[config.mk]
export PLATFORM = sky130hd
export DESIGN_NAME = sa_input_skew
export DESIGN_NICKNAME = d
export VERILOG_FILES = /design/src/rtl/sa_input_skew_pkg.sv /design/src/rtl/sa_input_skew_delay_line.sv /design/src/rtl/sa_input_skew.sv
export SDC_FILE = /design/constraint.sdc
export NUM_CORES = 1
export LEC_CHECK = 0
export CAP_MARGIN = 10
export CORE_MARGIN = 2
export CORE_UTILIZATION = 50
export CTS_CLUSTER_DIAMETER = 200
export CTS_CLUSTER_SIZE = 8
export DETAILED_ROUTE_END_ITERATION = 16
export MAX_ROUTING_LAYER = met4
export PLACE_DENSITY = 0.72
export SETUP_SLACK_MARGIN = 0.15
export SYNTH_ARGS = -nofsm -noshare
export SYNTH_HDL_FRONTEND = slang
export SYNTH_SLANG_ARGS = --single-unit
[constraint.sdc]
create_clock -name i_clk -period 5.24 [get_ports i_clk]
set_input_delay 1.048 -clock i_clk [delete_from_list [all_inputs] [get_ports i_clk]]
set_output_delay 1.048 -clock i_clk [all_outputs]
set_load 0.02 [all_outputs]
[src/rtl/sa_input_skew_pkg.sv]
// Shared constants and types for the systolic-array input skew stage.
package sa_input_skew_pkg;

  localparam int SA_LANES  = 9;
  localparam int SA_DATA_W = 8;
  localparam int SA_CNT_W  = 16;

  typedef enum logic [1:0] {
    IDLE,
    STREAM,
    DRAIN,
    DONE
  } skew_state_e;

  typedef logic signed [SA_DATA_W-1:0] sa_act_t;

  // Drain counter must be able to hold the value LANES.
  function automatic int drain_cnt_w(input int lanes);
    return $clog2(lanes + 1);
  endfunction

endpackage

[src/rtl/sa_input_skew_delay_line.sv]
// Fixed-depth shift register carrying one activation lane plus its valid bit.
// Bubbles are stored as zero data so an invalid slot never shows stale values.
module sa_input_skew_delay_line #(
  parameter int DEPTH  = 1,
  parameter int DATA_W = 8
) (
  input  logic              i_clk,
  input  logic              i_rst,
  input  logic              i_clear,
  input  logic              i_valid,
  input  logic [DATA_W-1:0] i_data,
  output logic [DATA_W-1:0] o_data,
  output logic              o_valid
);

  logic [DATA_W-1:0] r_data [DEPTH];
  logic [DEPTH-1:0]  r_valid;

  always_ff @(posedge i_clk) begin
    if (i_rst || i_clear) begin
      for (int i = 0; i < DEPTH; i++) begin
        r_data[i] <= '0;
      end
      r_valid <= '0;
    end else begin
      r_data[0]  <= i_valid ? i_data : '0;
      r_valid[0] <= i_valid;
      for (int i = 1; i < DEPTH; i++) begin
        r_data[i]  <= r_data[i-1];
        r_valid[i] <= r_valid[i-1];
      end
    end
  end

  assign o_data  = r_data[DEPTH-1];
  assign o_valid = r_valid[DEPTH-1];

endmodule

[src/rtl/sa_input_skew.sv]
// Diagonal skew stage: lane k of each accepted vector is delayed k+1 cycles,
// then the delay lines are drained and completion is signalled with o_done.
module sa_input_skew
  import sa_input_skew_pkg::*;
#(
  parameter int LANES  = SA_LANES,
  parameter int DATA_W = SA_DATA_W,
  parameter int CNT_W  = SA_CNT_W
) (
  input  logic                    i_clk,
  input  logic                    i_rst,
  input  logic                    i_start,
  input  logic                    i_valid,
  input  logic [LANES*DATA_W-1:0] i_data,
  input  logic                    i_last,
  output logic [LANES*DATA_W-1:0] o_data,
  output logic [LANES-1:0]        o_valid,
  output logic                    o_busy,
  output logic                    o_done,
  output logic [CNT_W-1:0]        o_vec_count
);

  localparam int DRAIN_W = drain_cnt_w(LANES);

  skew_state_e        r_state;
  skew_state_e        w_state_next;
  logic [DRAIN_W-1:0] r_drain_cnt;
  logic [CNT_W-1:0]   r_vec_count;
  logic               w_clear;
  logic               w_accept;

  always_ff @(posedge i_clk) begin
    if (i_rst) begin
      r_state <= IDLE;
    end else begin
      r_state <= w_state_next;
    end
  end

  always_comb begin
    w_state_next = r_state;
    w_clear      = 1'b0;
    w_accept     = 1'b0;
    o_done       = 1'b0;
    case (r_state)
      IDLE: begin
        if (i_start) begin
          w_state_next = STREAM;
          w_clear      = 1'b1;
        end
      end
      STREAM: begin
        w_accept = i_valid;
        if (i_last) begin
          w_state_next = DRAIN;
        end
      end
      DRAIN: begin
        if (r_drain_cnt == DRAIN_W'(LANES - 1)) begin
          w_state_next = DONE;
        end
      end
      DONE: begin
        o_done       = 1'b1;
        w_state_next = IDLE;
      end
      default: w_state_next = IDLE;
    endcase
  end

  // Counts the LANES cycles needed for the deepest lane to empty.
  always_ff @(posedge i_clk) begin
    if (i_rst || r_state != DRAIN) begin
      r_drain_cnt <= '0;
    end else begin
      r_drain_cnt <= r_drain_cnt + DRAIN_W'(1);
    end
  end

  always_ff @(posedge i_clk) begin
    if (i_rst || w_clear) begin
      r_vec_count <= '0;
    end else if (w_accept && r_vec_count != {CNT_W{1'b1}}) begin
      r_vec_count <= r_vec_count + CNT_W'(1);
    end
  end

  genvar gi;
  generate
    for (gi = 0; gi < LANES; gi++) begin : g_lane
      sa_input_skew_delay_line #(
        .DEPTH  (gi + 1),
        .DATA_W (DATA_W)
      ) u_line (
        .i_clk   (i_clk),
        .i_rst   (i_rst),
        .i_clear (w_clear),
        .i_valid (w_accept),
        .i_data  (i_data[gi*DATA_W +: DATA_W]),
        .o_data  (o_data[gi*DATA_W +: DATA_W]),
        .o_valid (o_valid[gi])
      );
    end
  endgenerate

  assign o_busy      = (r_state != IDLE);
  assign o_vec_count = r_vec_count;

endmodule

==> results.md, run 1 <==
- Status: finished, final reports clean
- Worst path max stage delay: 0.60 ns
- Vias: 6218
- Initial antenna violation count: 0
- Yosys top cell area share: around two thirds
- Cell Pwr Density: 446 nW/um2
- Worst Setup End Kind: output port
- List of most frequent post-synthesis cells: dfxtp_1 (391), and2_1 (296), and3_1 (73)
- Ys Warns: 0
- Hold EP: g_lane[8].u_line.r_data[0][23]
- Initial DRC count: just under 300
- RSZ-0062 raised after global routing: false
- Most numerous cell in the Yosys netlist: dfxtp_1
- VDD IR-drop max: 0.734 mV
- Dpl cell area: roughly 13000 um2
- RePlAce Congestion: 0.793
- Syn Inst Count: around 980
- H-tree Lvls: 2
- WL/cell: 12.0 um
- CP Launch Type: register
- Finished Layout Cells: 1386
- Top achievable clock speed: about 0.33 GHz
- First-pass DRT Iterations: 4
- Crit-path slowest cell: clkdlybuf4s50_1
- Area leader, netlist: dfxtp_1
- Critical path type: register to output port
- Setup TNS: 0 ns
- Ant diodes: 0
- Die width: about 160 um
- WHS Path Cells: 1
- Clock-pin transition on the worst setup and hold timing paths: 0.05 ns
- Gr ovfl total: 0
- Row count: 55
- Worst path cell trace: inv_1 > ha_1 > inv_1 > clkdlybuf4s50_1
- Clk sinks: 391
- Period minus WS final: 3.02 ns
- TritonCTS clock tree: yes
- Via density: 4.49
- Vias in the first global route: about 5.8k
- Die area: 24300 um2
- CP top delay family: buffers and inverters
- # resized after CTS: 0
- Mean Syn Cell Area: 11.7 um2
- Cell area after synthesis: 11500 um2
- Detailed Place HPWL: 9.10 mm
- Worst-Margin Slew: 1.19 ns
- Placed instance count: 1328
- Synth area leaders: dfxtp_1 (68%), and2_1 (16%), buf_4 (4.3%), and3_1 (4.0%), clkbuf_1 (1.6%)
- CP bufs+invs: 3
- Largest net degree at the start of global routing: 371
- Total of max-cap violations: 0
- Final setup vio count: 0
- Number of synthesized flops with an enable pin: 0
- Period utilization: 57.7%
- Longest Clk Path Bufs: 3
- Drc violations: 0
- Fraction of layout cells with a size suffix above 1: 5.99%
- Final nets: roughly 1.2k
- First-pass GRT wire length: 27.1 mm
- Worst min path class: register to register
- Slew Limit Fails: 0
- Finished Core Util: 63.6%
- Worst reg2reg path startpoint: r_state[1]
- Total GRT Usage: 14.1%
- Worst Path Max Fanout: 5
- Die H: 156 um
- RR Endpoint: o_vec_count[7]
- Synth cell types: 34
- Skew-Pair Late Insertion Delay: 0.53 ns
- Register bit count reported by yosys: 391
- Flop2flop setup slack: ~2.9 ns
- Post-route ant nets: 0
- Crit path depth: 4
- Cts bufs inserted: between 50 and 60
- Critical path's most frequent cell: inv_1
- Port Buf Inserts: 175
- Skew final: 0.0177 ns
- Post-synth top flop: dfxtp_1
- Register-to-Register Path Depth: 6
- Worst Path Required: 4.19 ns
- Worst path arrival time: 1.97 ns
- Initial Util: 51.0%
- Final hold viol count: 0
- Normalized max-slew margin: 20.7%
- IO Count: 176
- Hold_sp: g_lane[8].u_line.r_data[0][15]
- Core area: between 20000 and 25000 um2
- Total wire length: approximately 17 mm
- Fin area: 14400 um2
- Root buf cell: clkbuf_16
- Buffer count from post-CTS setup fixing: 0
- Synth-to-Final Area Change: 24.9%
- Post-synthesis async set-or-reset flop share: 0%
- Total power: roughly 6.4 mW
- Leakage: slightly above 6 nW
- Net count after synthesis: 1067
- CTS Hold Bufs: 0
- Sequential-to-total area share from yosys stat: between 60% and 70%
## cell usage in the layout (no fill, tap or decap), types with 7 or more instances in the layout
master | synthesis | routed
nor2_1 | 12 | 12
nand3_1 | 7 | 7
nand2_1 | 7 | 7
clkbuf_16 | 0 | 57
and3_1 | 73 | 73
clkdlybuf4s50_1 | 0 | 175
a21oi_1 | 12 | 12
dfxtp_1 | 391 | 391
inv_1 | 9 | 9
and2_1 | 296 | 296
ha_1 | 7 | 7
o21ai_0 | 8 | 8
## power breakdown
group          internal (mW)  switching [mW]
registers               3.05          0.0227
clock network           1.88            1.06
logic                  0.149           0.272
## through the flow
stage | setup slack, ns | hold WS [ns]
2_1_floorplan | 3.13 | 0.406
3_3_place_gp | 2.16 | 0.407
3_5_place_dp | 2.16 | 0.410
4_1_cts | 2.19 | 0.413
5_1_grt | 2.11 | 0.428
6_report | 2.22 | 0.412
## layer usage
metal | GRT usage, % | share of wire (%) | up-vias
met3 | 4.28 | 5.8 | 28
met5 | - | 0 | -
met1 | 16.3 | 43 | 2770
met4 | 4.89 | 1.7 | 0
li1 | - | - | 3250
met2 | 23.5 | 49 | 170
## worst max path at each step
stage | from | end | slack [ns]
final | r_state[1] | o_busy | 2.22
after global routing | r_state[0] | o_busy | 2.11
after CTS | r_state[0] | o_busy | 2.19
after detailed placement | i_rst | o_vec_count[7] | 2.16
after global placement | i_rst | o_vec_count[7] | 2.16
after floorplan | i_start | o_vec_count[6] | 3.13
## final cells by class
class,instances,area [um2]
fill,1735,8230
sequential,391,7830
multi-input combinational,466,2980
timing repair buffer,177,1780
clock buffer,58,1430
tap,285,357
inverter,9,33.8
## flip-flops by register name (all words and copies together), names as in the netlist
signal,count
o_vec_count,16
g_lane.u_line.r_data,360
g_lane.u_line.r_valid,9
r_drain_cnt,4
r_state,2
## cell families after synthesis
logic type	after synthesis	synth area share [%]
compound gates	33	1.76
xor+xnor	3	0.228
buf+inv	126	6.39
flops	391	67.9
mux	2	0.174
simple gates	421	22.8
fa+ha+maj	7	0.759
(Power assumes the default switching activity.)
==> run 2, diff against run 1 <==
- CORE_UTILIZATION: 50 -> 47
- PLACE_DENSITY: 0.72 -> 0.71
- clock period: 5.24 -> 2.4 ns (I/O delays scaled with it)
==> run 2 against run 1 <==
Hold slack better by 0.0020 ns. Final cell count is 3.2% higher. Critical path depth is 3 lower. Largest power group unchanged.
==> results.md, run 2 (synthesized netlist as in run 1, its figures left out) <==
- Final setup vio count: 0 (unchanged)
- RR Endpoint: o_vec_count[10] (was o_vec_count[7])
- Vias in the first global route: 5971 (was 5765)
- TritonCTS clock tree: yes (unchanged)
- Top achievable clock speed: between 0.4 and 0.5 GHz
- Critical path type: register to output port (unchanged)
- Comb pwr share: 7.0% (was 6.5%)
- Worst Path Required: 1.92 ns (was 4.19 ns)
- Dpl ws: 0.291 ns (was 2.16 ns)
- Crit path depth: 1 (was 4)
- Synth-to-Final Area Change: 25.9% (was 24.9%)
- Die H: 161 um (was 156 um)
- Finished Layout Cells: 1430 (was 1386)
- Vias: 6262 (was 6218)
- Worst path cell trace: clkdlybuf4s50_1 (was inv_1 > ha_1 > inv_1 > clkdlybuf4s50_1)
- Initial DRC count: 316 (was 293)
- CTS Hold Bufs: 0 (unchanged)
- Setup TNS: 0 ns (unchanged)
- Worst path max stage delay: 0.67 ns (was 0.60 ns)
- Port Buf Inserts: 175 (unchanged)
- P_int: 11.0 mW (was 5.07 mW)
- Largest net degree at the start of global routing: 145 (was 371)
- First-pass GRT wire length: 28.3 mm (was 27.1 mm)
- Skew-Pair Late Insertion Delay: 0.54 ns (was 0.53 ns)
- Placed instance count: 1371 (was 1328)
- Start point of the critical path: o_vec_count[14] (was r_state[1])
- Post-route ant nets: 0 (unchanged)
- Via density: 4.38 (was 4.49)
- Initial Util: 47.7% (was 51.0%)
- Gr ovfl total: 0 (unchanged)
- Slew Limit Fails: 0 (unchanged)
- IO Count: 176 (unchanged)
- Root buf cell: clkbuf_16 (unchanged)
- Clk sinks: 391 (unchanged)
- # fillers: 1934 (was 1735)
- Worst-Margin Slew: 0.524 ns (was 1.19 ns)
- Cell Pwr Density: 968 nW/um2 (was 446 nW/um2)
- VDD IR-drop max: 0.823 mV (was 0.734 mV)
- RSZ-0062 raised after global routing: false (unchanged)
- Worst path arrival time: 1.68 ns (was 1.97 ns)
- Skew final: 0.0106 ns (was 0.0177 ns)
- Detailed Place HPWL: 9.80 mm (was 9.10 mm)
- Switching Share: 21.9% (was 21.1%)
- Normalized max-slew margin: 65.0% (was 20.7%)
- Reg power frac: 47.7% (was 47.8%)
- Most frequent cells in the layout: dfxtp_1 (389), and2_1 (296), clkdlybuf4s50_1 (172) (was dfxtp_1 (391), and2_1 (296), clkdlybuf4s50_1 (175))
- Row count: 57 (was 55)
- Period minus WS final: 2.16 ns
- H-tree Lvls: 2 (unchanged)
- Most flops, register: g_lane.u_line.r_data (unchanged)
- Worst reg2reg path startpoint: r_state[1] (unchanged)
- Worst min path class: register to register (unchanged)
- Area occupied by registers: 7830 um2 (about the same)
- Register-to-Register Path Depth: 6 (unchanged)
- Crit-path slowest cell: clkdlybuf4s50_1 (unchanged)
- Total wire length: 17.0 mm (was 16.6 mm)
- Multi-input combinational cell area: 2980 um2 (unchanged)
- Die area: 25800 um2 (was 24300 um2)
- CP top delay family: buffers and inverters (unchanged)
- RePlAce Congestion: 0.831 (was 0.793)
- Total of max-cap violations: 0 (unchanged)
- Total power: 14.0 mW (was 6.43 mW)
- CP bufs+invs: 1 (was 3)
- Clock share of power: 45.3% (was 45.7%)
- Drc violations: 0 (unchanged)
- Fraction of layout cells with a size suffix above 1: 6.61% (was 5.99%)
- Worst Setup End Kind: output port (unchanged)
- Final nets: 1187 (was 1183)
- Largest register FFs: 360 (unchanged)
- Period utilization: 90.0%
- Flop2flop setup slack: 0.61 ns (was 2.87 ns)
- Status: finished, final reports clean (unchanged)
- First-pass DRT Iterations: 4 (unchanged)
- WL/cell: 11.9 um (was 12.0 um)
- Final hold viol count: 0 (unchanged)
- P_sw: 3.08 mW (was 1.36 mW)
- Initial antenna violation count: 1 (was 0)
- Leakage: 6.11 nW (was 6.04 nW)
- Setup ws final: 0.240 ns (was 2.22 ns)
- Core area: 24200 um2 (was 22600 um2)
- Clock-pin transition on the worst setup and hold timing paths: 0.05 ns (about the same)
- Total GRT Usage: 13.6% (was 14.1%)
- CP Capture Point: o_vec_count[14] (was o_busy)
- Die width: 161 um (was 156 um)
- CP Launch Type: register (unchanged)
- Cts bufs inserted: 54 (unchanged)
- Longest Clk Path Bufs: 3 (unchanged)
- Most common cell after layout, fill and taps aside: dfxtp_1 (unchanged)
- Worst Path Max Fanout: 6 (was 5)
[run 2: cell count changes in the layout (fill, tap and decap cells not counted), sizes merged]
cell           change
buf                +4
clkdlybuf4s50      -3
clkinv             +1
diode              +1
dlymetal6s2s       +2
clkbuf             -2
inv                +2
[run 2: metrics by stage]
step	cell area, um2	utilization [%]	hold WS (ns)
2_1_floorplan	11500	-	0.406
3_3_place_gp	13100	54.2	0.407
3_5_place_dp	13100	54.2	0.410
4_1_cts	14500	60.0	0.411
5_1_grt	14500	60.1	0.430
6_report	14500	60.1	0.414
[run 2: area by class of cell]
cell class / instances / area share [%]
antenna: 1 / 0.0172
clock buffer: 55 / 9.33
clock inverter: 3 / 0.388
inverter: 9 / 0.233
multi-input combinational: 466 / 20.5
sequential: 391 / 53.9
tap: 324 / 2.79
timing repair buffer: 181 / 12.8
[run 2: worst min-delay path by stage]
stage	cells after the start	to	start
finish	1	g_lane[6].u_line.r_data[0][31]	g_lane[6].u_line.r_data[0][23]
global route	1	g_lane[6].u_line.r_data[0][25]	g_lane[6].u_line.r_data[0][17]
CTS	1	g_lane[7].u_line.r_data[1][29]	g_lane[7].u_line.r_data[1][21]
detailed placement	1	g_lane[1].u_line.r_data[0][9]	g_lane[1].u_line.r_data[0][1]
global placement	1	g_lane[4].u_line.r_data[0][28]	g_lane[4].u_line.r_data[0][20]
floorplan	1	g_lane[1].u_line.r_data[0][10]	g_lane[1].u_line.r_data[0][2]
[run 2: metal layers]
layer | part of all wire, % | up-vias | GRT usage (%)
met3 | 7.7 | 36 | 4.39
met5 | 0 | - | -
met2 | 46 | 191 | 21.4
met4 | 2.3 | 0 | 5.77
li1 | - | 3259 | -
met1 | 44 | 2776 | 16.1
[run 2: power groups by stage]
stage                     Sequential (mW)  Combinational, mW  Clock, mW
after CTS                            6.70               1.01       6.57
after detailed placement             6.83               1.01          0
after global placement               6.82              0.999          0
after global routing                 6.71               1.11       6.86
after floorplan                      6.83              0.606          0
final                                6.71              0.984       6.36
[run 2: what timing repair did]
action | in CTS | in global routing
resized for setup | 2 | 5
pin swaps | 0 | 0
setup endpoints to repair | 2 | 4
setup buffers | 0 | 0
==> run 3, diff against run 2 <==
- CORE_UTILIZATION: 47 -> 50
- CTS_CLUSTER_SIZE: 8 -> 24
- PLACE_DENSITY: 0.71 -> 0.72
- clock period: 2.4 -> 2.69 ns (I/O delays scaled with it)
==> run 3 against run 2 <==
Hold slack about the same. Global-route usage about the same. Routed wire length down 4.7%. Flip-flop and latch count unchanged. Sequential power down 11%. Design area down 6.3%. Non-clock buffer count up 1. Clock power down 52%. Largest cell class unchanged.
==> results.md, run 3 (synthesized netlist as in run 1, its figures left out) <==
- Total power: 9.92 mW (was 14.0 mW)
- Setup TNS: 0 ns (unchanged)
- Initial DRC count: 244 (was 316)
- Vias: 6090 (was 6262)
- Worst path cell trace: clkdlybuf4s50_1 (unchanged)
- CTS Hold Bufs: 0 (unchanged)
- Core area: 22600 um2 (was 24200 um2)
- Die width: 156 um (was 161 um)
- WHS: 0.414 ns (about the same)
- Cts bufs inserted: 20 (was 54)
- Largest net degree at the start of global routing: 104 (was 145)
- Gr ovfl total: 0 (unchanged)
- RSZ-0062 raised after global routing: false (unchanged)
- CP bufs+invs: 1 (unchanged)
- Post-route ant nets: 0 (unchanged)
- Vias in the first global route: 5621 (was 5971)
- Critical path type: register to output port (unchanged)
- Clk sinks: 391 (unchanged)
- Worst path arrival time: 1.77 ns (was 1.68 ns)
- Synth-to-Final Area Change: 17.9% (was 25.9%)
- Finished Core Util: 60.1% (about the same)
- Row count: 55 (was 57)
- Status: finished, final reports clean (unchanged)
- # fillers: 1836 (was 1934)
- Dpl ws: 0.385 ns (was 0.291 ns)
- Crit-path slowest cell: clkdlybuf4s50_1 (unchanged)
- Finished Layout Cells: 1355 (was 1430)
- Fraction of layout cells with a size suffix above 1: 3.36% (was 6.61%)
- VDD IR-drop max: 0.454 mV (was 0.823 mV)
- Final nets: 1154 (was 1187)
- Most flops, register: g_lane.u_line.r_data (unchanged)
- Worst Setup End Kind: output port (unchanged)
- WL/cell: 11.9 um (about the same)
- Cell Pwr Density: 729 nW/um2 (was 968 nW/um2)
- Skew-Pair Late Insertion Delay: 0.51 ns (was 0.54 ns)
- Worst path max stage delay: 0.69 ns (was 0.67 ns)
- Period minus WS final: 2.31 ns
- First-pass DRT Iterations: 4 (unchanged)
- Total of max-cap violations: 0 (unchanged)
- Final setup vio count: 0 (unchanged)
- Skew final: 0.0151 ns (was 0.0106 ns)
- Ant diodes: 0 (was 1)
- Leakage: 5.66 nW (was 6.11 nW)
- Initial antenna violation count: 0 (was 1)
- Most common cell after layout, fill and taps aside: dfxtp_1 (unchanged)
- TritonCTS clock tree: yes (unchanged)
- Detailed Place HPWL: 9.89 mm (was 9.80 mm)
- Via density: 4.49 (was 4.38)
- Clock-pin transition on the worst setup and hold timing paths: 0.10 ns (was 0.05 ns)
- Die area: 24300 um2 (was 25800 um2)
- Period utilization: 85.7%
- Normalized max-slew margin: 52.8% (was 65.0%)
- Most frequent cells in the layout: dfxtp_1 (391), and2_1 (296), clkdlybuf4s50_1 (174) (was dfxtp_1 (389), and2_1 (296), clkdlybuf4s50_1 (172))
- CP Launch Type: register (unchanged)
- Worst Path Max Fanout: 9 (was 6)
- Largest register FFs: 360 (unchanged)
- First-pass GRT wire length: 26.7 mm (was 28.3 mm)
- Port Buf Inserts: 175 (unchanged)
- Placed instance count: 1333 (was 1371)
- Setup ws final: 0.385 ns (was 0.240 ns)
- Total wire length: 16.2 mm (was 17.0 mm)
- Final hold viol count: 0 (unchanged)
- RePlAce Congestion: 0.837 (was 0.831)
- Worst Path Required: 2.15 ns (was 1.92 ns)
- Initial Util: 51.0% (was 47.7%)
- Fin area: 13600 um2 (was 14500 um2)
- Root buf cell: clkbuf_16 (unchanged)
- Dpl cell area: 13100 um2 (about the same)
- Worst min path class: register to register (unchanged)
- Worst-Margin Slew: 0.707 ns (was 0.524 ns)
- H-tree Lvls: 1 (was 2)
- Die H: 156 um (was 161 um)
- Longest Clk Path Bufs: 3 (unchanged)
- Drc violations: 0 (unchanged)
- IO Count: 176 (unchanged)
- Slew Limit Fails: 0 (unchanged)
- CP top delay family: buffers and inverters (unchanged)
- Total GRT Usage: 13.6% (about the same)
- Top achievable clock speed: between 0.4 and 0.5 GHz
run 3: cell types whose count changed in the layout (fill, tap and decap cells not counted), sizes merged:
cell,delta
clkdlybuf4s50,+2
inv,-1
clkinv,-1
clkbuf,-35
diode,-1
dlymetal6s2s,-1
buf,+1
run 3: final cells by class:
| cell class | instances | area [um2] | share of cell area, % |
|---|---|---|---|
| clock buffers | 21 | 526 | 3.86 |
| repair buffers | 182 | 1860 | 13.7 |
| flip-flops and latches | 391 | 7830 | 57.6 |
| well taps | 285 | 357 | 2.62 |
| inverters | 9 | 33.8 | 0.248 |
| multi-input cells | 466 | 2980 | 21.9 |
| clock inverters | 1 | 20.0 | 0.147 |
run 3: power by group:
group / switching [mW] / internal (mW) / leakage (nW)
Clock: 1.67 / 1.41 / 0.269
Combinational: 0.546 / 0.336 / 2.24
Sequential: 0.0414 / 5.91 / 3.15
Total: 2.26 / 7.66 / 5.66
run 3: metal layers:
metal / wire length [um] / part of all wire [%] / vias to the layer above / global-route usage, %
met5: 0 / 0 / - / -
met4: 218 / 1.3 / 0 / 3.32
met3: 857 / 5.3 / 21 / 2.58
met2: 7740 / 48 / 135 / 23.4
met1: 7350 / 45 / 2746 / 16.8
li1: - / - / 3188 / -
run 3: final timing paths:
| kind | start | endpoint | slack [ns] | cells after the start |
|---|---|---|---|---|
| setup / recovery | o_vec_count[7] | o_vec_count[7] | 0.38 | 1 |
| hold / removal | g_lane[7].u_line.r_data[0][3] | g_lane[7].u_line.r_data[0][11] | 0.41 | 1 |
| setup reg to reg | r_state[0] | o_vec_count[2] | 0.85 | 5 |
| hold reg to reg | g_lane[7].u_line.r_data[0][3] | g_lane[7].u_line.r_data[0][11] | 0.41 | 1 |
run 3: repair_timing:
| action | 4_1_cts | 5_1_grt |
|---|---|---|
| endpoints found under the setup margin | 0 | 1 |
| gates resized for setup | 0 | 1 |
| setup buffers | 0 | 0 |
